**src/rtl/pipe_ctrl_unit.sv**
```systemverilog
// pipe_ctrl_unit: main control for the 5-stage core.
// Decodes the IF/ID instruction into the control bundle, registers it into
// ID/EX, detects load-use hazards, squashes on taken branches and runs the
// halt-drain state machine.
module pipe_ctrl_unit #(
  parameter int INSTR_W    = 16,
  parameter int REG_AW     = 4,
  parameter int HALT_DRAIN = 3,
  parameter int CTL_W      = 19
) (
  input  logic               clk,
  input  logic               rst_n,
  input  logic               id_valid,
  input  logic [INSTR_W-1:0] id_instr,
  input  logic               ex_br_taken,
  output logic [CTL_W-1:0]   ex_ctl,
  output logic               ex_valid,
  output logic [REG_AW-1:0]  ex_rd,
  output logic [REG_AW-1:0]  ex_rs,
  output logic [REG_AW-1:0]  ex_rt,
  output logic               stall,
  output logic               fetch_en,
  output logic               halted
);

  // The bundle layout is fixed; any other width is a configuration mistake.
  if (CTL_W != 19) begin : g_bad_ctl_w
    $error("pipe_ctrl_unit: CTL_W must be 19");
  end
  if ((HALT_DRAIN < 1) || (HALT_DRAIN > 15)) begin : g_bad_drain
    $error("pipe_ctrl_unit: HALT_DRAIN must be in 1..15");
  end

  localparam int RD_MSB = INSTR_W - 5;
  localparam int RS_MSB = RD_MSB - REG_AW;
  localparam int RT_MSB = RS_MSB - REG_AW;
  localparam int CTL_MEMREAD = 4;
  localparam logic [3:0] DRAIN_LOAD = 4'(HALT_DRAIN);

  typedef enum logic [1:0] {
    ST_RUN    = 2'd0,
    ST_DRAIN  = 2'd1,
    ST_HALTED = 2'd2
  } state_e;

  state_e              state_q, state_d;
  logic [3:0]          cnt_q, cnt_d;
  logic [CTL_W-1:0]    ex_ctl_q, ex_ctl_d;
  logic                ex_valid_q, ex_valid_d;
  logic [REG_AW-1:0]   ex_rd_q, ex_rd_d, ex_rs_q, ex_rs_d, ex_rt_q, ex_rt_d;
  logic                fetch_en_q, fetch_en_d;
  logic                halted_q, halted_d;

  logic [3:0]          opc_s;
  logic [REG_AW-1:0]   id_rd_s, id_rs_s, id_rt_s;
  logic                halt_s, alusrc_s, brr_s, br_s, m2r_s, mw_s, mr_s, rw_s, src2_s;
  logic [1:0]          clr_s, dst_s;
  logic [2:0]          sf_s, aluop_s;
  logic                use_rs_s, use_rt_s, use_rd_s;
  logic [CTL_W-1:0]    dec_ctl_s;
  logic                hit_s, stall_s;

  assign opc_s   = id_instr[INSTR_W-1 -: 4];
  assign id_rd_s = id_instr[RD_MSB -: REG_AW];
  assign id_rs_s = id_instr[RS_MSB -: REG_AW];
  assign id_rt_s = id_instr[RT_MSB -: REG_AW];

  // Opcode decode into control fields and source-register usage.
  always_comb begin
    halt_s = 1'b0; clr_s = 2'b00; sf_s = 3'b000; aluop_s = 3'b000;
    alusrc_s = 1'b0; brr_s = 1'b0; br_s = 1'b0; m2r_s = 1'b0;
    mw_s = 1'b0; mr_s = 1'b0; rw_s = 1'b0; src2_s = 1'b0; dst_s = 2'b00;
    use_rs_s = 1'b0; use_rt_s = 1'b0; use_rd_s = 1'b0;
    case (opc_s)
      4'b0000, 4'b0001, 4'b0010, 4'b0011: begin
        dst_s = 2'b01; rw_s = 1'b1; aluop_s = opc_s[2:0];
        use_rs_s = 1'b1; use_rt_s = 1'b1;
        if (opc_s[1] == 1'b0) begin
          sf_s = 3'b111;
        end else if (opc_s[0] == 1'b1) begin
          sf_s = 3'b100;
        end else begin
          sf_s = 3'b000;
        end
      end
      4'b0100, 4'b0101, 4'b0110: begin
        dst_s = 2'b01; rw_s = 1'b1; alusrc_s = 1'b1; aluop_s = opc_s[2:0];
        sf_s = 3'b100; clr_s = 2'b01; use_rs_s = 1'b1;
      end
      4'b0111: begin
        dst_s = 2'b01; rw_s = 1'b1; aluop_s = 3'b111;
        use_rs_s = 1'b1; use_rt_s = 1'b1;
      end
      4'b1000: begin
        dst_s = 2'b01; rw_s = 1'b1; mr_s = 1'b1; m2r_s = 1'b1; alusrc_s = 1'b1;
        clr_s = 2'b01; use_rs_s = 1'b1;
      end
      4'b1001: begin
        dst_s = 2'b01; src2_s = 1'b1; mw_s = 1'b1; alusrc_s = 1'b1;
        clr_s = 2'b01; use_rs_s = 1'b1; use_rd_s = 1'b1;
      end
      4'b1010: begin
        dst_s = 2'b11; src2_s = 1'b1; rw_s = 1'b1; alusrc_s = 1'b1;
        clr_s = 2'b11; use_rd_s = 1'b1;
      end
      4'b1011: begin
        dst_s = 2'b10; src2_s = 1'b1; rw_s = 1'b1; alusrc_s = 1'b1;
        clr_s = 2'b11; use_rd_s = 1'b1;
      end
      4'b1100: begin
        br_s = 1'b1; clr_s = 2'b11;
      end
      4'b1101: begin
        br_s = 1'b1; brr_s = 1'b1; clr_s = 2'b01; use_rs_s = 1'b1;
      end
      4'b1110: begin
        dst_s = 2'b00; rw_s = 1'b1; clr_s = 2'b11;
      end
      4'b1111: begin
        halt_s = 1'b1; clr_s = 2'b11;
      end
      default: begin
        halt_s = 1'b0;
      end
    endcase
    dec_ctl_s = {halt_s, clr_s, sf_s, aluop_s, alusrc_s, brr_s, br_s,
                 m2r_s, mw_s, mr_s, rw_s, src2_s, dst_s};
  end

  // Load-use hazard: a load in EX writing a register the ID instruction reads.
  always_comb begin
    hit_s = (use_rs_s && (ex_rd_q == id_rs_s)) ||
            (use_rt_s && (ex_rd_q == id_rt_s)) ||
            (use_rd_s && (ex_rd_q == id_rd_s));
    stall_s = id_valid && ex_valid_q && ex_ctl_q[CTL_MEMREAD] &&
              (ex_rd_q != {REG_AW{1'b0}}) && hit_s && !ex_br_taken &&
              (state_q == ST_RUN);
  end

  // ID/EX next value and halt-drain FSM (flush > stall > issue).
  always_comb begin
    state_d    = state_q;
    cnt_d      = cnt_q;
    fetch_en_d = fetch_en_q;
    halted_d   = halted_q;
    ex_ctl_d   = {CTL_W{1'b0}};
    ex_valid_d = 1'b0;
    ex_rd_d    = {REG_AW{1'b0}};
    ex_rs_d    = {REG_AW{1'b0}};
    ex_rt_d    = {REG_AW{1'b0}};
    case (state_q)
      ST_RUN: begin
        fetch_en_d = 1'b1;
        if (ex_br_taken) begin
          ex_valid_d = 1'b0;
        end else if (stall_s) begin
          ex_valid_d = 1'b0;
        end else begin
          ex_ctl_d   = dec_ctl_s;
          ex_valid_d = id_valid;
          ex_rd_d    = id_rd_s;
          ex_rs_d    = id_rs_s;
          ex_rt_d    = id_rt_s;
          if (id_valid && halt_s) begin
            state_d    = ST_DRAIN;
            cnt_d      = DRAIN_LOAD;
            fetch_en_d = 1'b0;
          end else begin
            cnt_d = 4'd0;
          end
        end
      end
      ST_DRAIN: begin
        fetch_en_d = 1'b0;
        if (cnt_q <= 4'd1) begin
          state_d  = ST_HALTED;
          cnt_d    = 4'd0;
          halted_d = 1'b1;
        end else begin
          cnt_d = cnt_q - 4'd1;
        end
      end
      ST_HALTED: begin
        fetch_en_d = 1'b0;
        halted_d   = 1'b1;
      end
      default: begin
        state_d    = ST_RUN;
        cnt_d      = 4'd0;
        fetch_en_d = 1'b1;
        halted_d   = 1'b0;
      end
    endcase
  end

  // Pipeline register and FSM state, cleared asynchronously.
  always_ff @(posedge clk or negedge rst_n) begin
    if (!rst_n) begin
      state_q    <= ST_RUN;
      cnt_q      <= 4'd0;
      fetch_en_q <= 1'b1;
      halted_q   <= 1'b0;
      ex_ctl_q   <= {CTL_W{1'b0}};
      ex_valid_q <= 1'b0;
      ex_rd_q    <= {REG_AW{1'b0}};
      ex_rs_q    <= {REG_AW{1'b0}};
      ex_rt_q    <= {REG_AW{1'b0}};
    end else begin
      state_q    <= state_d;
      cnt_q      <= cnt_d;
      fetch_en_q <= fetch_en_d;
      halted_q   <= halted_d;
      ex_ctl_q   <= ex_ctl_d;
      ex_valid_q <= ex_valid_d;
      ex_rd_q    <= ex_rd_d;
      ex_rs_q    <= ex_rs_d;
      ex_rt_q    <= ex_rt_d;
    end
  end

  assign ex_ctl   = ex_ctl_q;
  assign ex_valid = ex_valid_q;
  assign ex_rd    = ex_rd_q;
  assign ex_rs    = ex_rs_q;
  assign ex_rt    = ex_rt_q;
  assign stall    = stall_s;
  assign fetch_en = fetch_en_q;
  assign halted   = halted_q;

endmodule

```
**config.mk**
```make
export PLATFORM = sky130hd
export DESIGN_NAME = pipe_ctrl_unit
export DESIGN_NICKNAME = d
export VERILOG_FILES = /design/src/rtl/pipe_ctrl_unit.sv
export SDC_FILE = /design/constraint.sdc
export NUM_CORES = 1
export LEC_CHECK = 0
export BUFFER_PORTS_ARGS = -buffer_cell sky130_fd_sc_hd__buf_4
export CORE_ASPECT_RATIO = 1.2
export CORE_MARGIN = 2
export CORE_UTILIZATION = 45
export CTS_CLUSTER_DIAMETER = 40
export DETAILED_ROUTE_END_ITERATION = 8
export PLACE_DENSITY = 0.7
export RECOVER_POWER = 25
export SETUP_SLACK_MARGIN = 0.02
export SLEW_MARGIN = 10
export SYNTH_ARGS = -nofsm -noshare
export SYNTH_HDL_FRONTEND = slang
export SYNTH_SLANG_ARGS = --single-unit
```
**constraint.sdc**
```tcl
create_clock -name clk -period 4.8 [get_ports clk]
set_input_delay 0.72 -clock clk [delete_from_list [all_inputs] [get_ports clk]]
set_output_delay 0.72 -clock clk [all_outputs]
set_load 0.01 [all_outputs]
```
# == After elaboration in Yosys (flattened, before gate mapping) ==
# Index checks and enable logic that the tools add are counted.
# classes
n_eq_ne,24
bitwise,2
order_cmp,1
n_mux,47
reduce_logical,32
add_sub_neg,1
# op_table
op,n
2-to-1 mux 19 bit,3
2-to-1 mux 4 bit,12
equality test 4 bit (second input constant),8
2-to-1 mux 1 bit,17
equality test 4 x 3 -> 1 bit (second input constant),4
OR reduction 7 bit,2
equality test 4 bit,3
one-hot mux 2 bit (3 select lines),2
one-hot mux 3 bit (2 select lines),2
one-hot mux 4 bit (3 select lines),1
OR reduction 12 bit,1
OR reduction 11 bit,1
logical AND 1 bit,10
2-to-1 mux 2 bit,5
OR reduction 10 bit,1
OR reduction 5 bit,2
equality test 4 x 2 -> 1 bit (second input constant),2
2-to-1 mux 3 bit,2
!= test 2 bit (second input constant),3
OR reduction 3 bit,2
OR reduction 6 bit,1
AND reduction 5 bit,1
equality test 4 x 1 -> 1 bit (second input constant),1
<= comparator 4 x 1 -> 1 bit (second input constant),1
17 further kinds,20
# totals
wordCells,116
out_inout_bits,35
inputBits,20
ff_bits,40

# == Longest topological paths before layout ==
# depth
word_depth,12
ltp_mapped,9
depth_no_buf,8

# == Least setup slack after synthesis ==
# No wires, ideal clock.
# synth_timing
path_type,input-to-output
from,input id_instr[14]
to,output stall
path_slack_ns,2.368
path_buffers,1
path_stages,5
arrival_time_ns,1.712
t_required_ns,4.080
cell_sequence,buf_6 -> nand2b_4 -> o21bai_1 -> or3_1 -> a31oi_2
# synth_between
elab_chain_cells,9
word_cells_on_any_way,27
cone_classes,12 x eq/ne; 3 x mux; 12 x reduce/logical
# synth_rtl
item,line,text
from (decl),14,"input logic [INSTR_W-1:0] id_instr,"
equality test 4 x 1 -> 1 bit (tied with other cells),74,case (opc_s)
OR reduction 11 bit (no line) / OR reduction 5 bit (equally long branches),--,
2-to-1 mux 1 bit,74,
"logical AND 1 bit, on equally long branches","132, 133",
logical OR 1 bit,132,hit_s = (use_rs_s && (ex_rd_q == id_rs_s)) ||
logical OR 1 bit *,133,(use_rt_s && (ex_rd_q == id_rt_s)) ||
logical AND 1 bit * (3 in a row),136,(ex_rd_q != {REG_AW{1'b0}}) && hit_s && !ex_br_taken &&
to (decl),21,"output logic stall,"
# Mark *: on every way between the ends. The rest lies on a longest branch, timed or not.

# == Worst setup path in the final report ==
# Ends and elaborated chain as after synthesis.

==> Implementation_results.wiki <==
{| class="wikitable"
! Metric !! Value
|-
| DR WL/cell || 12.9 um
|-
| Critical path arrival || 1.91 ns
|-
| First-pass GRT wire length || 5.67 mm
|-
| # hold bufs at CTS || 0
|-
| # Max-Cap Violations || 1
|-
| Setup slack of the critical path after layout || approximately 2.2 ns
|-
| Effective utilization at floorplan || 0.472
|-
| Number of sinks on the clock net || 38
|-
| Antenna Diode Count || 0
|-
| Clock latency on the worst-skew pair || ~0.28 ns
|-
| Actual slew at the worst max-slew pin || approximately 1.9 ns
|-
| Required time reported for the critical path endpoint || 4.08 ns
|-
| Cell accounting for the most synthesized area || sky130_fd_sc_hd__dfrtp_1
|-
| Final HPWL DP || approximately 2.6 mm
|-
| Flop and latch count out of synthesis || 38
|-
| Pre-CTS worst setup slack || 2.18 ns
|-
| Buffering stage count on the worst path with inverters included || 2
|-
| Critical setup path kind || in -> out
|-
| Period Utilization, post-route || 0.547
|-
| Input/output buffers || 54
|-
| GPL Wtd Cong || between 0.8 and 0.9
|-
| Accumulated negative setup slack || 0 ns
|-
| Site row count || 24
|-
| Count of cell types in the netlist || 38
|-
| Worst voltage drop across the vdd grid || 0.278 mV
|-
| Timing startpoint of the critical path || id_instr[14]
|-
| Boundary Pins || 55
|-
| Setup repair after global routing missed its margin || no
|-
| Overall die width || 60.6 um
|-
| Max stage delay cell, worst path || sky130_fd_sc_hd__or3_1
|-
| FF-to-FF path depth || 7
|-
| Total grt overflow || 0
|-
| Layout Nets || 230
|-
| Worst slew slack as a fraction of its limit || -0.270
|-
| End of the critical path || stall
|-
| Number of global-route vias before repair || around 1300
|-
| Run status || finished with violations
|-
| Maximum clock skew at final layout || a little under 0.01 ns
|-
| Power density cells || around 420 nW/um2
|-
| Capture instance of the worst register-to-register path || ex_ctl[14]
|-
| Total Routing Usage GR || 0.172
|-
| Final min period || approximately 2.6 ns
|-
| P&R area growth vs syn || 28.8%
|-
| Cell leakage power || 1.10 nW
|-
| Ranking of synthesized cells by area || sky130_fd_sc_hd__dfrtp_1 (54%), sky130_fd_sc_hd__and2_1 (4.7%), sky130_fd_sc_hd__xor2_1 (4.6%), sky130_fd_sc_hd__ha_1 (3.6%), sky130_fd_sc_hd__nor3b_1 (2.2%)
|-
| Number of max-slew violations in the final report || 39
|-
| Number of DRC markers after the initial detailed-route iteration || 27
|-
| Slowest cell delay on critical path || 0.39 ns
|-
| Top achievable clock speed || between 300 and 400 MHz
|-
| Fillers || between 300 and 400
|-
| Crit end category || output pin
|-
| Via count || approximately 1300
|-
| CP Cell Sequence || buf_4, nand2b_4, o21bai_1, or3_1, a31oi_2, buf_4
|-
| Highest-count cells in the layout ignoring fill and taps || sky130_fd_sc_hd__buf_4 (53), sky130_fd_sc_hd__dfrtp_1 (37), sky130_fd_sc_hd__and2_1 (13)
|-
| Core Region || about 3700 um2
|-
| Die footprint || roughly 4400 um2
|-
| Total iterations of the first detailed-routing run || 4
|-
| Vertical extent of the die || approximately 72 um
|-
| R2R Setup Slk || between 2 and 3 ns
|-
| Post-Route WL || approximately 3.3 mm
|-
| Final hold vios || 0
|-
| Average cell area after synthesis || between 10 and 15 um2
|-
| Number of gates resized after cts || 0
|-
| Initial antenna violation count || 0
|-
| Fraction of the yosys area taken by sequential cells || 0.551
|-
| H-tree depth reported by CTS || 2
|-
| Cell area after synthesis || between 1500 and 2000 um2
|-
| Fraction of final layout cells with drive strength greater than 1 || 0.325
|-
| Total setup buffers inserted after CTS || 0
|-
| Crit path top cell by count || sky130_fd_sc_hd__buf_4
|-
| Kind of launch point of the worst setup path || input port
|-
| Beginning of the worst register-to-register path || state_q[0]
|-
| Cell at the root of the clock tree || sky130_fd_sc_hd__clkbuf_8
|-
| Failing checks || max-capacitance violations, max-slew violations
|-
| Cts bufs inserted || 5
|-
| Synth warn || 0
|-
| Maximum clock insertion buffer count || 2
|-
| Clock tree from TritonCTS || built
|-
| Synthesized instance count || roughly 150
|-
| Remaining number of nets flagged by the antenna check after routing || 0
|-
| Share of Yosys cell area claimed by the top area cell type || 0.535
|-
| Cell class contributing the biggest share of worst-path delay || simple AND/OR/NAND/NOR gates
|-
| Class of the most critical hold timing path || reg -> reg
|-
| Syn nets || roughly 180
|-
| Maximum number of pins on one net before global-route repair || 39
|-
| Highest net fanout along the worst path || 10
|-
| Post-route DRC violation count || 0
|-
| Post-detailed-route via-to-cell ratio || 4.94
|-
| Most common cell after layout, fill and taps aside || sky130_fd_sc_hd__buf_4
|-
| Final count of negative-setup-slack endpoints || 0
|-
| Cell count along the critical path || 6
|-
| CTS clock-pin slew for the worst setup and hold paths || approximately 0.07 ns
|}
-- routing by layer --
layer	global-route usage	part of all wire	vias up
li1	-	-	618
met2	0.301	0.54	35
met1	0.205	0.40	613
met3	0.0339	0.042	9
met4	0.0652	0.019	0
met5	0	0	-
-- worst min path at each step --
stage,from,end,slack (ns),cells after the start
2_1_floorplan,rst_n,cnt_q[0],0.42,0
3_3_place_gp,halted,halted,0.50,1
3_5_place_dp,halted,halted,0.50,1
4_1_cts,rst_n,ex_rd[0],0.39,1
5_1_grt,halted,halted,0.55,1
6_report,halted,halted,0.52,1
-- metrics by stage --
stage	instance area, um2	total power [mW]	utilization	cells	hold slack, ns
floorplan	1730	0.584	-	153	0.424
global placement	2120	0.668	0.579	250	0.500
detailed placement	2120	0.680	0.579	250	0.502
CTS	2230	0.938	0.609	258	0.394
global route	2230	0.987	0.608	258	0.552
finish	2230	0.928	0.608	258	0.515
-- registers in the layout, indices dropped and copies added, names as in the netlist --
register,cells
ex_valid,1
halted,1
ex_rd,4
ex_rs,4
fetch_en,1
state_q,2
ex_ctl,17
ex_rt,4
cnt_q,4
-- cells in the mapped netlist, drive strengths merged --
| cell | n |
|---|---|
| or2 | 1 |
| dfrtp | 37 |
| dfstp | 1 |
| buf | 9 |
| xor2 | 9 |
| nand2b | 3 |
| o21bai | 1 |
| a22oi | 1 |
| nor2b | 1 |
| maj3 | 1 |
| or3 | 2 |
| nand2 | 8 |
| nor4 | 5 |
| a211oi | 1 |
| and2 | 14 |
| o21ai | 7 |
| a21oi | 5 |
| nor3 | 7 |
| a21boi | 1 |
| xnor2 | 4 |
| nor4b | 1 |
| o211ai | 1 |
| a31oi | 2 |
| o31ai | 1 |
| ha | 5 |
| nor2 | 6 |
| nor3b | 5 |
| inv | 7 |
| a22o | 2 |
| nand3 | 2 |
| a31o | 1 |
| mux2 | 2 |
-- cell families (layout without fill, tap and decap cells) --
| family | after synthesis | count (layout) | share of synthesized area |
|---|---|---|---|
| buffers and inverters | 16 | 69 | 0.0601 |
| adders and majority gates | 6 | 6 | 0.0420 |
| muxes | 2 | 2 | 0.0130 |
| xor gates and xnor gates | 13 | 13 | 0.0658 |
| DFF | 38 | 38 | 0.551 |
| AOI/OAI and AO/OA | 23 | 23 | 0.0868 |
| and+or+nand+nor | 55 | 55 | 0.182 |
-- where the power goes --
part | internal [mW] | switching [mW] | total (mW)
clock network | 0.153 | 0.104 | 0.256
logic | 0.131 | 0.144 | 0.275
registers | 0.369 | 0.0282 | 0.397
-- area by class of cell --
| cell class | count | area (um2) | share of cell area |
|---|---|---|---|
| Clock buffer | 5 | 68.8 | 0.0309 |
| Clock inverter | 3 | 40.0 | 0.0180 |
| Inverter | 7 | 26.3 | 0.0118 |
| Multi-Input combinational cell | 99 | 673 | 0.302 |
| Sequential cell | 38 | 952 | 0.428 |
| Tap cell | 52 | 65.1 | 0.0292 |
| Timing Repair Buffer | 54 | 402 | 0.180 |
No activity file was read; power rests on OpenSTA's default activity.
